## src/rtl/digit_scan_mux.sv

```systemverilog
// Time-multiplexed hex digit scanner feeding a shared 7-segment decoder.
// Shadow value updates only at frame boundaries so a displayed frame never tears.
module digit_scan_mux #(
  parameter int unsigned DIGITS   = 4,
  parameter int unsigned PRESCALE = 1000
) (
  input  logic                  clk,
  input  logic                  reset,
  input  logic [4*DIGITS-1:0]   value,
  input  logic                  load,
  input  logic                  blank_lz,
  output logic [3:0]            num,
  output logic [DIGITS-1:0]     an_n,
  output logic                  frame_done
);

  localparam int unsigned CntW = (PRESCALE > 1) ? $clog2(PRESCALE) : 1;
  localparam int unsigned IdxW = (DIGITS > 1) ? $clog2(DIGITS) : 1;
  localparam logic [CntW-1:0] CntMax = CntW'(PRESCALE - 1);
  localparam logic [IdxW-1:0] IdxMax = IdxW'(DIGITS - 1);

  logic [CntW-1:0]       cnt_q, cnt_d;
  logic [IdxW-1:0]       idx_q, idx_d;
  logic [4*DIGITS-1:0]   shadow_q, shadow_d;
  logic [4*DIGITS-1:0]   pending_q, pending_d;
  logic                  pending_valid_q, pending_valid_d;
  logic [3:0]            num_q, num_d;
  logic [DIGITS-1:0]     an_n_q, an_n_d;
  logic                  frame_done_q, frame_done_d;

  logic                  cnt_wrap;
  logic                  idx_wrap;
  logic                  boundary;
  logic [DIGITS-1:0]     upper_zero;
  logic [DIGITS-1:0]     an_sel;
  logic [3:0]            sel_nib;
  logic                  sel_zero;
  logic                  blanked;
  logic                  acc;

  // Slot and digit counters; loads never touch these.
  always_comb begin
    cnt_wrap = (cnt_q == CntMax);
    idx_wrap = (idx_q == IdxMax);
    boundary = cnt_wrap && idx_wrap;
    cnt_d    = cnt_wrap ? '0 : cnt_q + CntW'(1);
    idx_d    = idx_q;
    if (cnt_wrap) begin
      idx_d = idx_wrap ? '0 : idx_q + IdxW'(1);
    end
  end

  // A load in the boundary cycle itself takes priority over an older pending value.
  always_comb begin
    shadow_d        = shadow_q;
    pending_d       = pending_q;
    pending_valid_d = pending_valid_q;
    if (load) begin
      pending_d       = value;
      pending_valid_d = 1'b1;
    end
    if (boundary) begin
      if (load) begin
        shadow_d = value;
      end else if (pending_valid_q) begin
        shadow_d = pending_q;
      end
      pending_valid_d = 1'b0;
    end
  end

  // upper_zero[i] is set when nibbles i..DIGITS-1 of the shadow are all zero.
  always_comb begin
    upper_zero = '0;
    acc        = 1'b1;
    for (int i = DIGITS - 1; i >= 0; i--) begin
      acc           = acc & (shadow_q[4*i +: 4] == 4'h0);
      upper_zero[i] = acc;
    end
  end

  always_comb begin
    an_sel   = '1;
    sel_nib  = 4'h0;
    sel_zero = 1'b0;
    for (int i = 0; i < DIGITS; i++) begin
      if (idx_q == IdxW'(i)) begin
        an_sel[i] = 1'b0;
        sel_nib   = shadow_q[4*i +: 4];
        sel_zero  = upper_zero[i];
      end
    end
    blanked      = blank_lz && (idx_q != '0) && sel_zero;
    an_n_d       = blanked ? '1 : an_sel;
    num_d        = blanked ? 4'h0 : sel_nib;
    frame_done_d = boundary;
  end

  always_ff @(posedge clk) begin
    if (reset) begin
      cnt_q           <= '0;
      idx_q           <= '0;
      shadow_q        <= '0;
      pending_q       <= '0;
      pending_valid_q <= 1'b0;
      num_q           <= 4'h0;
      an_n_q          <= '1;
      frame_done_q    <= 1'b0;
    end else begin
      cnt_q           <= cnt_d;
      idx_q           <= idx_d;
      shadow_q        <= shadow_d;
      pending_q       <= pending_d;
      pending_valid_q <= pending_valid_d;
      num_q           <= num_d;
      an_n_q          <= an_n_d;
      frame_done_q    <= frame_done_d;
    end
  end

  assign num        = num_q;
  assign an_n       = an_n_q;
  assign frame_done = frame_done_q;

endmodule

```

## config.mk

```make
export PLATFORM = sky130hd
export DESIGN_NAME = digit_scan_mux
export DESIGN_NICKNAME = d
export VERILOG_FILES = /design/src/rtl/digit_scan_mux.sv
export SDC_FILE = /design/constraint.sdc
export NUM_CORES = 1
export LEC_CHECK = 0
export BUFFER_PORTS_ARGS = -buffer_cell sky130_fd_sc_hd__buf_2
export CAP_MARGIN = 10
export CORE_MARGIN = 3
export CORE_UTILIZATION = 55
export CTS_BUF_LIST = sky130_fd_sc_hd__clkbuf_4 sky130_fd_sc_hd__clkbuf_8
export CTS_CLUSTER_SIZE = 40
export DETAILED_ROUTE_END_ITERATION = 7
export GPL_TIMING_DRIVEN = 0
export PLACE_DENSITY_LB_ADDON = 0.15
export RECOVER_POWER = 100
export SLEW_MARGIN = 25
export SYNTH_ARGS = -nofsm -noshare
export SYNTH_HDL_FRONTEND = slang
export SYNTH_SLANG_ARGS = --single-unit
export TNS_END_PERCENT = 100
```

## constraint.sdc

```tcl
create_clock -name clk -period 3.3 [get_ports clk]
set_input_delay 0.66 -clock clk [delete_from_list [all_inputs] [get_ports clk]]
set_output_delay 0.66 -clock clk [all_outputs]
set_load 0.02 [all_outputs]
```

# After elaboration in Yosys (flattened, before gate mapping)
# Index checks and enable logic that the tools add are counted.
dict set report totals {
  wordCells 46
  input_bits 20
  ff_bits 54
  output_inout_bits 9
}
dict set report op_classes {
  bitwise 3
  n_reduce_logical 14
  addsub 2
  n_mux 15
  n_eq_ne 4
}
# cell n
set op_table {}
lappend op_table {{2-to-1 mux 16 bit} 2}
lappend op_table {{logical NOT 4 bit} 4}
lappend op_table {{2-to-1 mux 4 bit} 4}
lappend op_table {{adder 10 x 1 -> 10 bit (second input constant)} 1}
lappend op_table {{equality test 10 bit (second input constant)} 1}
lappend op_table {{2-to-1 mux 1 bit} 8}
lappend op_table {{OR reduction 2 bit} 3}
lappend op_table {{equality test 2 bit (second input constant)} 2}
lappend op_table {{nonzero test 2 bit} 2}
lappend op_table {{AND 1 bit} 3}
lappend op_table {{logical AND 1 bit} 3}
lappend op_table {{adder 2 x 1 -> 2 bit (second input constant)} 1}
lappend op_table {{equality test 2 x 1 -> 1 bit (second input constant)} 1}
lappend op_table {{logical NOT 2 bit} 1}
lappend op_table {{2-to-1 mux 2 bit} 1}
lappend op_table {{AND reduction 2 bit} 1}

# Logic depth before layout (Yosys ltp)
dict set report depth {
  depth_word 10
  depth_mapped 7
  ltp_nobuf 6
}

# Worst setup path before layout
# Ideal clock, no wire load.
dict set report synth_path {
  path_type {input-to-reg}
  startpoint {input load}
  endpoint {register shadow_q[10]}
  path_slack_ps 1627
  setup_time_ps 129
  n_path_buf 2
  t_arrival_ps 1544
  stages 5
  t_required_ps 3171
  cell_sequence {buf_2 o21ai_1 nor4_4 buf_6 o31ai_1}
}
dict set report synth_via {
  elab_chain_len 2
  word_cells_on_any_way 3
  classes_between {1 x mux; 2 x reduce/logical}
}
# item line
set synth_rtl {}
lappend synth_rtl {{start: declaration} 10} ;# input logic load,
lappend synth_rtl {{nonzero test 2 bit (no line)} --}
lappend synth_rtl {{AND reduction 2 bit (no line)} --}
lappend synth_rtl {{end signal: assignment} 112} ;# shadow_q <= shadow_d;
lappend synth_rtl {{end: declaration} 24} ;# logic [4*DIGITS-1:0] shadow_q, shadow_d;
# Parallel ways exist; a longest one is shown, timed or not.
# A chain may end at the register's enable or synchronous reset.

# Worst setup path in the final report
dict set report layout_path {
  startpoint {input load}
  endpoint {register shadow_q[11]}
}
# The elaborated chain is that of the path after synthesis.

==> impl_results.md <==
* Global route overflow at 0
* Die Area at 4850 um^2
* Vias at 1694
* Cts bufs inserted at 5
* P&R area growth vs syn at 10.8%
* Root Buffer: clkbuf_8
* Crit path kind: input port to register
* Post-layout util at 0.655
* Nets at 299
* Reg2reg setup slack at 1050 ps
* Slew margin rel. at 0.214
* Most frequent cells in the layout: 54 x dfxtp_1, 39 x nand2_1, 25 x nor2_1
* Post_cts resized at 0
* Status: complete, no violations
* Placed Area at 2420 um^2
* Total wire length at 4350 um
* Postcts setup bufs at 0
* Critical Path Start Type: input port
* Worst-skew pair later-pin latency at 300 ps
* P_leak at 0.951 nW
* Critical Path, Cell by Cell: clkbuf_1 -> o21ai_1 -> nor4_1 -> buf_6 -> nand2_1 -> o31ai_1
* PortBufs at 27
* Fin crit period at 2390 ps
* Final worst-path cycle share at 0.724
* Wire per inst at 13.5 um
* Starting density of the core at 0.591
* Vias/cell at 5.24
* CP Data Required Time at 3520 ps
* Setup Skew at 6.11 ps
* Worst hold path type: register to register
* Post-Syn Area at 2230 um^2
* Pin count of the biggest net entering global routing at 16
* Seq cells post-synth at 54
* Worst-path maximum fanout at 10
* Post-CTS Hold Fix Bufs at 0
* Die Y at 69.7 um
* ANT nets after route at 0
* Vias in the first global route at 1494
* CP max stage delay at 900 ps
* CP Data Arrival Time at 2610 ps
* RSZ-0062 raised after global routing: false
* Synth Warn # at 0
* VDD IR max at 0.297 mV
* Post-synthesis cell type count at 37
* TritonCTS sink count at 54
* Crit-path slowest cell: nor4_1
* Final instance area at 2470 um^2
* Max-cap violation count at 0
* Final setup violating endpoints at 0
* DRT iter0 DRCs at 149
* Hold_ws at 469 ps
* Final slew viol count at 0
* Mapped Avg Cell Area at 9.29 um^2
* First-pass GRT wire length at 7160 um
* CTS tree: done
* Layout cell share with drive strength beyond 1 at 0.131
* Gr usage total at 0.183
* Post-Syn Nets at 265
* Sequential fraction of the synthesis area at 0.485
* Post-Syn Instances at 240
* Commonest non-fill, non-tap cell in the layout: dfxtp_1
* Initial antenna violation count at 0
* Core ar. at 3770 um^2
* Slew @ Worst Pin at 1170 ps
* Hpwl dp at 3060 um
* Detailed Routing Iterations Pass 1 at 4
* Final Hold Fails at 0
* GPL Wtd Cong at 0.860
* Number of diodes at 0
* Drc violations at 0
* CTS H-tree lvls at 2
* Clock transition at path regs at 90 ps
* Fmax at 418 MHz
* Critical Path Sink Type: register
* PwrDens at 483 nW/um^2
* Final setup TNS at 0 ps
* Post-route insts no fill at 323
* Cell row count at 22
* Die X at 69.7 um
* I/O Pins at 29
* Clock Tree Buf Depth at 2
* Dpl cells at 315
## worst paths after layout
check	start	to	depth (start not counted)
max	load	shadow_q[11]	6
min	shadow_q[0]	shadow_q[0]	2
max reg2reg	cnt_q[0]	shadow_q[11]	6
min reg2reg	shadow_q[0]	shadow_q[0]	2
## cells by family (layout without fill, tap and decap cells)
group           count (synthesis)  in the layout  synth area share
mux                            17             17            0.0763
simple gates                   95             95             0.215
compound gates                 42             42             0.128
flops                          54             54             0.485
xor+xnor                        5              5            0.0196
fa+ha+maj                       5              5            0.0281
buf+inv                        22             57            0.0483
## through the flow
step,setup WS (ps),total power [mW]
5_1_grt,744,1.24
3_5_place_dp,1370,0.766
4_1_cts,1520,1.20
3_3_place_gp,1380,0.763
6_report,910,1.19
2_1_floorplan,1630,0.741
## cells in the mapped netlist
| cell | count | share of area |
|---|---|---|
| nand3_1 | 6 | 0.013 |
| a31oi_1 | 1 | 0.0028 |
| ha_1 | 5 | 0.028 |
| o21ai_1 | 4 | 0.0090 |
| and2_1 | 1 | 0.0028 |
| nand4_1 | 1 | 0.0028 |
| inv_2 | 1 | 0.0017 |
| buf_6 | 3 | 0.015 |
| nor3_4 | 1 | 0.0073 |
| nor2_1 | 25 | 0.042 |
| nand3_2 | 1 | 0.0045 |
| clkbuf_1 | 8 | 0.013 |
| inv_1 | 8 | 0.013 |
| xor2_1 | 2 | 0.0079 |
| nand3b_1 | 1 | 0.0034 |
| nand2_1 | 39 | 0.066 |
| and3_1 | 1 | 0.0028 |
| nor4_4 | 1 | 0.0095 |
| nor4_1 | 4 | 0.011 |
| o311ai_1 | 1 | 0.0039 |
| mux2i_1 | 17 | 0.076 |
| a211oi_1 | 1 | 0.0034 |
| and4bb_1 | 1 | 0.0056 |
| nand4_4 | 1 | 0.0095 |
| o21ai_2 | 12 | 0.047 |
| nand4bb_2 | 1 | 0.0073 |
| o31ai_1 | 5 | 0.017 |
| xnor2_1 | 3 | 0.012 |
| dfxtp_1 | 54 | 0.48 |
| a22oi_1 | 4 | 0.013 |
| a21oi_1 | 12 | 0.027 |
| buf_2 | 2 | 0.0045 |
| nor3b_1 | 1 | 0.0034 |
| o21ai_0 | 2 | 0.0045 |
| nor3_1 | 8 | 0.018 |
| or3_1 | 1 | 0.0028 |
| or2_1 | 1 | 0.0028 |
## worst max-delay path: cells and delay by family
family          cells  cell delay [ps]
simple gates        2              980
buf+inv             2              720
compound gates      2              230
## where the power goes
part / internal, mW / switching [mW]
combinational: 0.0283 / 0.0369
sequential: 0.671 / 0.0125
clock: 0.244 / 0.202
## area by class of cell
cell class | count | area [um^2]
Buffer | 13 | 71.3
Clock buffer | 7 | 83.8
Clock inverter | 1 | 30.0
Fill cell | 338 | 1300
Inverter | 9 | 33.8
Multi-Input combinational cell | 164 | 988
Sequential cell | 54 | 1080
Tap cell | 48 | 60.1
Timing Repair Buffer | 27 | 123
## routing by layer
| layer | up-vias | global-route usage | share of wire |
|---|---|---|---|
| li1 | 892 | - | - |
| met1 | 758 | 0.261 | 0.51 |
| met2 | 38 | 0.266 | 0.43 |
| met3 | 6 | 0.0493 | 0.047 |
| met4 | 0 | 0.0596 | 0.013 |
| met5 | - | 0 | 0 |
## registers in the layout (all words and copies together) (netlist names)
register	count
pending_valid_q	1
idx_q	2
pending_q	16
cnt_q	10
num	4
shadow_q	16
frame_done	1
an_n	4
Note: power is estimated with default switching activity, not from simulation.
